### src/rtl/riscv_pkg.sv
`default_nettype none
// +----------------------------------------------------------------------+
// | riscv_pkg : shared types for the RV32M multiply/divide sequencer     |
// | Revision  : 1.0                                                      |
// +----------------------------------------------------------------------+
package riscv_pkg;

  typedef enum logic [2:0] {
    OP_MUL    = 3'd0,
    OP_MULH   = 3'd1,
    OP_MULHSU = 3'd2,
    OP_MULHU  = 3'd3,
    OP_DIV    = 3'd4,
    OP_DIVU   = 3'd5,
    OP_REM    = 3'd6,
    OP_REMU   = 3'd7
  } muldiv_op_t;

  typedef enum logic [1:0] {
    ST_IDLE = 2'd0,
    ST_MUL  = 2'd1,
    ST_DIV  = 2'd2,
    ST_DONE = 2'd3
  } muldiv_state_t;

  localparam int MULDIV_ITERS = 32;

  function automatic logic op_is_div(input muldiv_op_t op);
    return op inside {OP_DIV, OP_DIVU, OP_REM, OP_REMU};
  endfunction

  function automatic logic op_a_signed(input muldiv_op_t op);
    return op inside {OP_MUL, OP_MULH, OP_MULHSU, OP_DIV, OP_REM};
  endfunction

  function automatic logic op_b_signed(input muldiv_op_t op);
    return op inside {OP_MUL, OP_MULH, OP_DIV, OP_REM};
  endfunction

endpackage
`default_nettype wire

### src/rtl/muldiv_sign_fix.sv
`default_nettype none
// +----------------------------------------------------------------------+
// | muldiv_sign_fix : operand magnitude/sign extraction and result       |
// |                   negation for the multiply/divide sequencer         |
// | Revision        : 1.0                                                |
// +----------------------------------------------------------------------+
module muldiv_sign_fix
  import riscv_pkg::*;
#(
  parameter int W = 32
) (
  input  muldiv_op_t     op_i,
  input  logic [W-1:0]   a_i,
  input  logic [W-1:0]   b_i,
  output logic           neg_a_o,
  output logic           neg_b_o,
  output logic [W-1:0]   abs_a_o,
  output logic [W-1:0]   abs_b_o,
  input  logic [2*W-1:0] res_i,
  input  logic           res_neg_i,
  output logic [2*W-1:0] res_o
);

  assign neg_a_o = op_a_signed(op_i) & a_i[W-1];
  assign neg_b_o = op_b_signed(op_i) & b_i[W-1];
  assign abs_a_o = neg_a_o ? (~a_i + W'(1)) : a_i;
  assign abs_b_o = neg_b_o ? (~b_i + W'(1)) : b_i;

  // Results are corrected at full product width so MULH* see a proper borrow.
  assign res_o   = res_neg_i ? (~res_i + (2*W)'(1)) : res_i;

endmodule
`default_nettype wire

### src/rtl/muldiv_seq.sv
`default_nettype none
// +----------------------------------------------------------------------+
// | muldiv_seq : iterative RV32M multiply/divide sequencer (EX stage)    |
// |              MULDIV_FAST_MUL_EN selects a single-cycle multiplier    |
// | Revision   : 1.0                                                     |
// +----------------------------------------------------------------------+
module muldiv_seq
  import riscv_pkg::*;
#(
  parameter int DATA_W         = 32,
  parameter int BYPASS_TRIVIAL = 1
) (
  input  logic              clk_i,
  input  logic              rstn_i,
  input  logic              valid_i,
  input  muldiv_op_t        op_i,
  input  logic [DATA_W-1:0] oper1_i,
  input  logic [DATA_W-1:0] oper2_i,
  input  logic              hold_i,
  input  logic              flush_i,
  output logic              stall_req_o,
  output logic              busy_o,
  output logic              result_valid_o,
  output logic [DATA_W-1:0] result_o
);

  localparam int                 c_CNT_W = $clog2(MULDIV_ITERS);
  localparam logic [c_CNT_W-1:0] c_LAST  = c_CNT_W'(MULDIV_ITERS - 1);

  muldiv_state_t       r_state, w_state_nxt;
  muldiv_op_t          r_op;
  logic [c_CNT_W-1:0]  r_count;
  logic [2*DATA_W-1:0] r_acc, w_acc_step;
  logic [DATA_W-1:0]   r_opb, r_result;
  logic                r_neg_a, r_neg_b, r_div_zero;

  logic                w_neg_a, w_neg_b, w_res_neg;
  logic [DATA_W-1:0]   w_abs_a, w_abs_b, w_idle_res, w_final, w_sub;
  logic [2*DATA_W-1:0] w_res_raw, w_res_fix;
  logic [DATA_W:0]     w_shift, w_sum;
  logic                w_ge, w_is_div, w_is_quot, w_div_zero, w_ovf, w_trivial;

  muldiv_sign_fix #(.W(DATA_W)) u_sign_fix (
    .op_i      (op_i),
    .a_i       (oper1_i),
    .b_i       (oper2_i),
    .neg_a_o   (w_neg_a),
    .neg_b_o   (w_neg_b),
    .abs_a_o   (w_abs_a),
    .abs_b_o   (w_abs_b),
    .res_i     (w_res_raw),
    .res_neg_i (w_res_neg),
    .res_o     (w_res_fix)
  );

  assign w_is_div   = op_is_div(op_i);
  assign w_is_quot  = op_i inside {OP_DIV, OP_DIVU};
  assign w_div_zero = (oper2_i == '0);
  assign w_ovf      = op_b_signed(op_i) && (oper1_i == {1'b1, {(DATA_W-1){1'b0}}}) && (oper2_i == '1);
  assign w_trivial  = (BYPASS_TRIVIAL != 0) && w_is_div && (w_div_zero || w_ovf);

`ifdef MULDIV_FAST_MUL_EN
  logic [2*DATA_W-1:0] w_fast_prod;
  // Sign-extended operands; only the low 2*DATA_W product bits are kept.
  assign w_fast_prod = {{DATA_W{w_neg_a}}, oper1_i} * {{DATA_W{w_neg_b}}, oper2_i};
`endif

  always_comb begin
    w_idle_res = '0;
    if (w_is_div) begin
      if (w_div_zero) w_idle_res = w_is_quot ? '1 : oper1_i;
      else            w_idle_res = w_is_quot ? {1'b1, {(DATA_W-1){1'b0}}} : '0;
    end
`ifdef MULDIV_FAST_MUL_EN
    else begin
      w_idle_res = (op_i == OP_MUL) ? w_fast_prod[DATA_W-1:0] : w_fast_prod[2*DATA_W-1:DATA_W];
    end
`endif
  end

  // r_acc = {remainder, quotient} for divide, {partial sum, multiplier} for multiply.
  assign w_shift    = {r_acc[2*DATA_W-1:DATA_W], r_acc[DATA_W-1]};
  assign w_ge       = (w_shift >= {1'b0, r_opb});
  assign w_sub      = w_shift[DATA_W-1:0] - r_opb;
  assign w_sum      = {1'b0, r_acc[2*DATA_W-1:DATA_W]} + {1'b0, r_opb & {DATA_W{r_acc[0]}}};
  assign w_acc_step = (r_state == ST_DIV)
                    ? {(w_ge ? w_sub : w_shift[DATA_W-1:0]), r_acc[DATA_W-2:0], w_ge}
                    : {w_sum, r_acc[DATA_W-1:1]};

  always_comb begin
    w_res_raw = w_acc_step;
    w_res_neg = r_neg_a ^ r_neg_b;
    case (r_op)
      OP_DIV, OP_DIVU: begin
        w_res_raw = {{DATA_W{1'b0}}, w_acc_step[DATA_W-1:0]};
        w_res_neg = (r_neg_a ^ r_neg_b) & ~r_div_zero;
      end
      OP_REM, OP_REMU: begin
        w_res_raw = {{DATA_W{1'b0}}, w_acc_step[2*DATA_W-1:DATA_W]};
        w_res_neg = r_neg_a;
      end
      default: ;
    endcase
  end

  assign w_final = (r_op inside {OP_MULH, OP_MULHSU, OP_MULHU})
                 ? w_res_fix[2*DATA_W-1:DATA_W] : w_res_fix[DATA_W-1:0];

  always_comb begin
    w_state_nxt = r_state;
    if (flush_i) begin
      w_state_nxt = ST_IDLE;
    end else begin
      case (r_state)
        ST_IDLE: begin
          if (valid_i) begin
            if (w_is_div) w_state_nxt = w_trivial ? ST_DONE : ST_DIV;
`ifdef MULDIV_FAST_MUL_EN
            else          w_state_nxt = ST_DONE;
`else
            else          w_state_nxt = ST_MUL;
`endif
          end
        end
        ST_MUL, ST_DIV: if (r_count == c_LAST) w_state_nxt = ST_DONE;
        ST_DONE:        if (!hold_i) w_state_nxt = ST_IDLE;
        default:        w_state_nxt = ST_IDLE;
      endcase
    end
  end

  always_ff @(posedge clk_i or negedge rstn_i) begin
    if (!rstn_i) r_state <= ST_IDLE;
    else         r_state <= w_state_nxt;
  end

  always_ff @(posedge clk_i or negedge rstn_i) begin
    if (!rstn_i) begin
      r_op       <= OP_MUL;
      r_count    <= '0;
      r_acc      <= '0;
      r_opb      <= '0;
      r_result   <= '0;
      r_neg_a    <= 1'b0;
      r_neg_b    <= 1'b0;
      r_div_zero <= 1'b0;
    end else if (!flush_i) begin
      case (r_state)
        ST_IDLE: begin
          if (valid_i) begin
            r_op       <= op_i;
            r_neg_a    <= w_neg_a;
            r_neg_b    <= w_neg_b;
            r_div_zero <= w_div_zero;
            r_acc      <= {{DATA_W{1'b0}}, w_abs_a};
            r_opb      <= w_abs_b;
            r_count    <= '0;
            if (w_state_nxt == ST_DONE) r_result <= w_idle_res;
          end
        end
        ST_MUL, ST_DIV: begin
          r_acc   <= w_acc_step;
          r_count <= r_count + c_CNT_W'(1);
          if (r_count == c_LAST) r_result <= w_final;
        end
        default: ;
      endcase
    end
  end

  assign stall_req_o    = valid_i & (r_state != ST_DONE) & ~flush_i;
  assign busy_o         = (r_state != ST_IDLE);
  assign result_valid_o = (r_state == ST_DONE);
  assign result_o       = r_result;

endmodule
`default_nettype wire

### config.mk
export PLATFORM = sky130hd
export DESIGN_NAME = muldiv_seq
export DESIGN_NICKNAME = d
export VERILOG_FILES = /design/src/rtl/riscv_pkg.sv /design/src/rtl/muldiv_sign_fix.sv /design/src/rtl/muldiv_seq.sv
export SDC_FILE = /design/constraint.sdc
export NUM_CORES = 1
export LEC_CHECK = 0
export CAP_MARGIN = 20
export CORE_MARGIN = 2
export CORE_UTILIZATION = 25
export DETAILED_ROUTE_END_ITERATION = 6
export GPL_TIMING_DRIVEN = 0
export PLACE_DENSITY_LB_ADDON = 0.15
export REMOVE_ABC_BUFFERS = 1
export SETUP_SLACK_MARGIN = 0.05
export SYNTH_ARGS = -nofsm -noshare
export SYNTH_HDL_FRONTEND = slang
export SYNTH_SLANG_ARGS = --single-unit
### constraint.sdc
create_clock -name clk_i -period 5.36 [get_ports clk_i]
set_input_delay 1.072 -clock clk_i [delete_from_list [all_inputs] [get_ports clk_i]]
set_output_delay 1.072 -clock clk_i [all_outputs]
set_load 0.005 [all_outputs]
==> results_dict.tcl <==
set metrics [dict create \
    status "complete, no violations" \
    async_flop_share 1.00 \
    rsz0062_at_grt "no" \
    yosysSeqAreaShare 0.218 \
    finalHoldViolCount 0 \
    slowest_delay_ps 500 \
    synth_edf_count 0 \
    synthCells 2213 \
    p_comb_frac 0.792 \
    port_buffers 106 \
    synth_area_sq_mm 0.0162 \
    row_count 93 \
    post-place-ws_ps -1600 \
    path_class "flip-flop to flip-flop" \
    die_x_um 258 \
    cellLeakagePower_nw 7.76 \
    hp-class "input port to asynchronous set/reset pin" \
    cp-startpoint "r_acc[58]" \
    syn_to_final_growth_pct 23.4 \
    ys_ff_latch 141 \
    antenna_cells 0 \
    critPathCaptureType "flip-flop" \
    setup_viol 0 \
    synth_cell_types 103 \
    final_nets 2440 \
    postSynthAreaPerCell_sq_um 7.30 \
    grt_max_degree 80 \
    maxCapViolCount 0 \
    final_common_cell "nand2_1" \
    yosysTopAreaCellShare 0.218 \
    wire_per_inst_um 23.9 \
    power.share.sequential 0.129 \
    maxSlewHeadroom 0.240 \
    synthDominantAreaCellType "dfrtp_1" \
    tns_ps 0 \
    synthAdderAreaFrac 0.0590 \
    synth-xor-area-share 0.0688 \
    cts_tree "yes" \
    cts.root.buffer_cell "clkbuf_16" \
    r2r_slack_ps 130 \
    ys.flop_type "dfrtp_1" \
    num-fill-cells 6988 \
    timing.hold.ws_ps 492 \
    power.switching_mw 9.26 \
    path_cells "ha_2 -> nand4_1 -> buf_4 -> nor4_4 -> nand2_2 -> a21oi_4 -> buf_12 -> nor3_4 -> buf_4 -> a211o_2 -> or3_4 -> a2111oi_4 -> buf_6 -> and4b_2 -> a31oi_1 -> a21boi_0 -> o2111ai_1" \
    clock_latency_ps 520 \
    final_core_util 0.310 \
    power_switching_share 0.584 \
    worst-endpoint-required_ps 5740 \
    grt_pass1_vias 16900 \
    layout_common_cells "nand2_1, o21ai_0, a21oi_1, nor2_1, dfrtp_1" \
    grt_use_total 0.222 \
    p_per_area_mw_per_mm2 796 \
    dr.first_iter.drc_count 1763 \
    start_util 0.252 \
    cts_max_level 4 \
    dr.pass1.iters 5 \
    intPower_mw 6.60 \
    synth_top_family_by_area "compound AO/OA/AOI/OAI gates" \
    maxSlewViolCount 0 \
    critPathArrivalTime_ps 5610 \
    cts_sinks 141 \
    clock_path_buffers 2 \
    p_total_mw 15.9 \
    grt-ovfl-total 0 \
    synth.area.mux_share 0.0403 \
    post-route-min-period_ps 5230 \
    ys_warn_count 0 \
    path_common_cell "buf_4" \
    grt_pass1_wl_um 111000 \
    via_count 17700 \
    yosys.area_share.simple 0.244 \
    design.portCount 107 \
    peakVddDrop_uv 347 \
    reg2reg_from "r_acc[58]" \
    worstMarginPinSlew_ps 1130 \
    rr_worst_depth 17 \
    setup_slack_ps 135 \
    antenna_found_initial 1 \
    path_max_fanout 11 \
    die_h_um 258 \
    drive_gt1_frac 0.121 \
    finalCritPeriodShare 0.975 \
    post-dp-hpwl_um 57500 \
    reg2reg_to "result_o[26]" \
    clk_pin_slew_ps 70 \
    fmax_mhz 191 \
    cts_buffers 17 \
    skew_ps 18.9 \
    drt-total-wl_um 75700 \
    vias_per_cell 5.61 \
    dieArea_sq_mm 0.0667 \
    routabilityCongestion 0.988 \
    antenna_left 0 \
    p_clk_frac 0.079 \
    core_region_area_sq_mm 0.0642 \
    critPathCapture "result_o[26]" \
    startpoint_type "flip-flop" \
    synth_compound_area_frac 0.316 \
    drc 0 \
    ys_top_cells_by_area "dfrtp_1, o21ai_0, nand2_1" \
    cp_slowest_cell "ha_2" \
]
==> cells in the mapped netlist, types with 8 or more instances <==
cell type	n
or4_1	9
buf_1	14
a31oi_1	45
nor4_1	21
o21ai_1	15
nor2b_1	9
clkbuf_1	82
o21a_1	26
a21o_1	33
a22o_1	13
o31ai_1	29
a21boi_0	16
and3_1	22
o22ai_1	9
nor2_1	172
nor3_1	48
a21oi_1	189
inv_1	69
o221ai_1	9
nand4_1	45
ha_1	73
and2_1	58
or3_1	22
nand3_1	48
o41ai_1	9
o21ai_0	245
buf_2	28
dfrtp_1	141
a22oi_1	8
xnor2_1	81
nand2b_1	14
o211ai_1	28
xor2_1	46
a211oi_1	28
mux2_2	11
a41oi_1	11
nand2_1	286
mux2i_1	50
a211o_1	9
==> registers in the layout, summed over array words and instances, names as in the netlist, 2 cells and up <==
name and cells:
r_acc 64, r_count 5, r_op 3, r_opb 32, r_state 2, result_o 32
==> area by class of cell <==
type	count	area (sq um)	area share
Multi-Input combinational cell	1871	12500	0.626
Tap cell	855	1070	0.0537
Clock buffer	17	425	0.0213
Timing Repair Buffer	192	2010	0.101
Sequential cell	141	3530	0.177
Inverter	70	268	0.0134
Clock inverter	15	151	0.00759
==> power by group through the flow <==
stage | combinational, mW | clock [mW] | sequential [mW]
6_report | 12.6 | 1.26 | 2.04
5_1_grt | 13.5 | 1.34 | 2.09
4_1_cts | 11.8 | 1.30 | 2.10
3_5_place_dp | 10.9 | 0 | 2.11
3_3_place_gp | 10.7 | 0 | 2.10
2_1_floorplan | 7.13 | 0 | 1.83
==> cells by family after synthesis <==
kind of cell | count (synthesis)
compound gates | 800
xor+xnor | 127
fa+ha+maj | 75
buf+inv | 204
flops | 141
mux | 63
simple gates | 803
==> layer usage <==
metal / track usage / part of all wire
met1: 0.289 / 0.44
met2: 0.370 / 0.48
met3: 0.0367 / 0.054
met4: 0.0806 / 0.028
met5: 0 / 0.00036
==> through the flow <==
stage                     cell area (sq um)  instances
final                                 19900       3161
after floorplan                       15500       2079
after detailed placement              18100       3059
after global routing                  19900       3161
after CTS                             19400       3134
after global placement                17700       3040
==> worst min-delay path by stage <==
stage                     slack, ps       start    endpoint
after CTS                       500  r_div_zero  r_div_zero
after global routing            530  r_count[4]  r_count[4]
final                           490      rstn_i   r_acc[24]
after floorplan                 450  r_div_zero  r_div_zero
after detailed placement        480  r_div_zero  r_div_zero
after global placement          470  r_div_zero  r_div_zero
==> worst max-delay path, delay by kind of cell, from the launching register on <==
family	cells	cell delay (ps)
AOI/OAI and AO/OA	6	1950
and+or+nand+nor	6	1410
buffers and inverters	4	730
adders and majority gates	1	500
DFF	1	490
==> timing repair <==
action                     in CTS  in global routing
hold endpoints to repair        0                  0
setup endpoints to repair      32                 31
pin swaps                      23                 21
gates cloned                    3                  0
hold buffers                    0                  0
buffers inserted               40                 25
resized for setup              78                 59
Power figures use the tool's default switching activity.
==> edit 1 (same flow settings) <==
Change the parameter `BYPASS_TRIVIAL` from 1 to 0.
--- a/src/rtl/muldiv_seq.sv
+++ b/src/rtl/muldiv_seq.sv
@@ -8,7 +8,7 @@
   import riscv_pkg::*;
 #(
   parameter int DATA_W         = 32,
-  parameter int BYPASS_TRIVIAL = 1
+  parameter int BYPASS_TRIVIAL = 0
 ) (
   input  logic              clk_i,
   input  logic              rstn_i,
Check against the original RTL: not equivalent (a bounded check fails within 4 cycles, from zero or initial values and one cycle with rstn_i low).
==> edit 1 against the original RTL <==
  * Cell count fell by 2.6%
  * First-iteration DRC count fell by 9.6%
  * Non-clock buffer count fell by 7
  * Routed wire length fell by 2.9%
  * Sequential cell count did not move
  * Sequential share of layout area rose by 0.24 points
  * Global-route usage fell by 0.38 points
  * Setup slack got worse by 0.098 ns
  * Design area fell by 1.2%
  * Synthesized area fell by 1.6%
  * Power fell by 19%
  * Highest routed layer is now met4
==> edit 1: results (changes against the original RTL) <==
- Status: completed
- #MultiIn Comb: 1,798 (-3.9%)
- DR WL met2: 34.8 mm (-3.6%)
- CP max stage delay: 0.56 ns (+0.06 ns)
- Drt total wl: 73.5 mm (-2.9%)
- Non-clk bufs: 185 (-3.6%)
- Buffering overhead: 0.0984 (-0.00238)
- Non-clk invs: 75 (+7.1%)
- DRT iter0 DRCs: 1,593 (-9.6%)
- DP Wirelength: 55.3 mm (-3.9%)
- Slew Limit Headroom: 0.248 (+0.00783)
- Met1 GRT Util: 0.290 (+0.00139)
- Vias: 17,200 (-2.7%)
- Top sig layer: met4
- Cell internal pwr: 5.45 mW (-18%)
- Leak: 7.66 nW (-1.2%)
- Filler cell count: 6,773 (-3.1%)
- Slew @ Worst Pin: 1.13 ns (-0.00408 ns)
- Finished Layout Cells: 3,078 (-2.6%)
- Placed Cells: 2,979 (-2.6%)
- Clock skew: 0.0141 ns (-0.00473 ns)
- Crit path from: r_acc[57]$_DFFE_PN0P_
- Fraction of area in registers: 0.180 (+0.00239)
- GPL Wtd Cong: 0.902 (-8.7%)
- Synth Area in XOR/XNOR: 0.0749 (+0.00604)
- Final net count: 2,364 (-3.1%)
- Worst-path maximum fanout: 8 (-3)
- Overall Global Routing Usage: 0.218 (-0.00385)
- Met2 usage: 0.358 (-0.0126)
- Met3 Wirelength: 3.55 mm (-13%)
- Initial antenna violation count: 0 (-1)
- Netlist area before placement: 15,900 um^2 (-1.6%)
- Seq/Total Area, Yosys: 0.222 (+0.00345)
- DP Area: 17,800 um^2 (-1.4%)
- Cells after synthesis: 2,147 (-3.0%)
- Clk_buf instances: 19 (+2)
- Met3 track demand over resource: 0.0279 (-0.00880)
- Worst VDD drop: 0.301 mV (-13%)
- Resize count post-CTS: 88 (+13%)
edit 1: worst paths after layout:
check                                                 to  slack [ns]  cells after the start
worst max-delay path            result_o[24]$_DFFE_PN0P_        0.04                     18
worst min-delay path               r_acc[10]$_DFFE_PN0P_        0.47                      1
worst max register to register  result_o[24]$_DFFE_PN0P_        0.04                     18
worst min register to register  result_o[10]$_DFFE_PN0P_        0.49                      2
max in group asynchronous          r_opb[12]$_DFFE_PN0P_        3.94                      2
min in group clk_i              result_o[10]$_DFFE_PN0P_        0.49                      2
edit 1: power groups by stage:
| stage | clock [mW] | combinational, mW | sequential (mW) |
|---|---|---|---|
| after floorplan | 0 | 5.51 | 1.64 |
| after global placement | 0 | 8.17 | 1.89 |
| after detailed placement | 0 | 8.31 | 1.89 |
| after CTS | 1.34 | 9.09 | 1.88 |
| after global routing | 1.38 | 10.3 | 1.91 |
| final | 1.31 | 9.71 | 1.88 |
==> edit 2 (same flow settings) <==
Without the edit above. Re-encode `muldiv_state_t` (4 states) as one-hot, 4 bits wide.
--- a/src/rtl/riscv_pkg.sv
+++ b/src/rtl/riscv_pkg.sv
@@ -16,11 +16,11 @@
     OP_REMU   = 3'd7
   } muldiv_op_t;
 
-  typedef enum logic [1:0] {
-    ST_IDLE = 2'd0,
-    ST_MUL  = 2'd1,
-    ST_DIV  = 2'd2,
-    ST_DONE = 2'd3
+  typedef enum logic [3:0] {
+    ST_IDLE = 4'b0001,
+    ST_MUL  = 4'b0010,
+    ST_DIV  = 4'b0100,
+    ST_DONE = 4'b1000
   } muldiv_state_t;
 
   localparam int MULDIV_ITERS = 32;
Check against the original RTL: same outputs for any inputs over 4 cycles, from zero or initial values and one cycle with rstn_i low; so few cycles prove little.
==> edit 2 against the original RTL <==
  * Setup slack worse by 0.065 ns
  * Die area about the same
  * Design area is 4.8% higher
  * Routed wire length increased by 1.5%
  * Fmax fell by 1.2%
  * Worst hold slack got worse by 0.0095 ns
  * Via count rose by 1.1%
  * Critical path depth decreased by 7
  * Critical path type unchanged
  * Synthesized area is essentially flat
  * Sequential cell count up 2
  * Cell count up 1.5%
Power is not compared: it rests on default switching activity, and its combinational part moved more than twofold at a synthesized area within 25%.
==> edit 2: results (changes against the original RTL) <==
- Post-synth top cells: nand2_1 (265), o21ai_0 (241), nor2_1 (206)
- Initial antenna violation count: 0 (-1)
- Seq/Total Area, Yosys: 0.221 (+0.00304)
- Critical path endpoint: result_o[23]$_DFFE_PN0P_
- Crit path from: r_op[2]$_DFFE_PN0P_
- Routed length per placed instance: 23.9 um (about the same)
- Initial DRT Pass Iterations: 5 (unchanged)
- DP Area: 18,200 um^2 (+0.41%)
- Finished Layout Cells: 3,208 (+1.5%)
- Final period utilization: 0.987 (+0.0120)
- Vias in the first global route: 17,000 (+0.75%)
- Dpl ws: -2.28 ns (-0.682 ns)
- Clock skew: 0.0185 ns (-0.000334 ns)
- Placed Cells: 3,074 (+0.49%)
- Final net count: 2,485 (+1.8%)
- First-pass GRT wire length: 112 mm (+0.92%)
- Tmin final: 5.29 ns (+0.0646 ns)
- Max reg flops: 64 (unchanged)
- Overall Global Routing Usage: 0.224 (+0.00176)
- Share of the synthesized area in the top cell type: 0.220 (+0.00141)
- R2R depth: 10 (-7)
- Via density: 5.59 (-0.37%)
- Status: completed
- Largest net degree at the start of global routing: 82 (+2.5%)
- WHS: 0.483 ns (-0.00947 ns)
- Cells after synthesis: 2,230 (+0.77%)
- Worst skew pair latency: 0.52 ns (about the same)
- Ant. Diodes: 0 (unchanged)
- Slew Limit Headroom: 0.257 (+0.0171)
- Area contributors post-synth: dfrtp_1 (22%), o21ai_0 (7.5%), nand2_1 (6.2%), a21oi_1 (6.0%), ha_1 (5.4%)
- GPL Wtd Cong: 0.918 (-7.1%)
- Port Buffers: 106 (unchanged)
- Root Buffer: clkbuf_16
- DRT iter0 DRCs: 1,496 (-15%)
- Hold Path Class: in -> async
- Netlist cell types: 109 (+5.8%)
- Clk buf depth: 2 (unchanged)
- Worst reg2reg setup slack: 0.07 ns (-0.06 ns)
- DP Wirelength: 58.6 mm (+1.8%)
- Number of buffers created by CTS: 17 (unchanged)
- Worst VDD drop: 0.289 mV
- Crit path DAT: 5.67 ns (+0.06 ns)
- Layout cell share with drive strength beyond 1: 0.170 (+0.0486)
- Worst-path maximum fanout: 37 (+26)
- Asr flop ratio synth: 1.00 (unchanged)
## edit 2: report_power, final
| group | total [mW] | internal (mW) | switching [mW] |
|---|---|---|---|
| Clock | 1.29 | 0.710 | 0.584 |
| Sequential | 1.50 | 1.27 | 0.230 |
| Combinational | 3.95 | 1.47 | 2.49 |
## edit 2: cell type report
| type | count | area, um^2 |
|---|---|---|
| fill | 6996 | 43300 |
| timing repair buffer | 235 | 2380 |
| inverter | 70 | 267 |
| multi-input combinational | 1874 | 13000 |
| clock inverter | 11 | 129 |
| clock buffer | 20 | 457 |
| sequential | 143 | 3590 |
| tap | 855 | 1070 |
## edit 2: cell families (layout without fill, tap and decap cells)
logic type,Yosys count,count (layout),synth area share
and+or+nand+nor,820,822,0.249
adders and majority gates,72,72,0.0566
DFF,143,143,0.221
xor gates and xnor gates,133,133,0.0720
buffers and inverters,217,336,0.0574
muxes,57,57,0.0355
AOI/OAI and AO/OA,788,790,0.308
## edit 2: worst max-delay path, stage by stage (launching register included)
cell      delay, ns
dfrtp_1        0.64
nand2_2        0.73
nor2_1         1.11
a222oi_1       0.37
and4bb_4       0.52
nand4_4        0.19
or4_4          0.60
nor3_4         0.33
a211oi_1       0.12
nor3_1         0.36
a21oi_1        0.13
## edit 2: what timing repair did
item / in CTS / in global routing
setup buffers: 46 / 53
resized for setup: 119 / 141
endpoints found under the setup margin: 32 / 32
gates cloned: 3 / 1
pin swaps: 22 / 49
## edit 2: metal layers
layer	vias to the layer above	track usage	share of wire
li1	8436	-	-
met1	8904	0.294	0.45
met2	479	0.377	0.48
met3	99	0.0298	0.043
met4	0	0.0769	0.028
met5	-	0	0
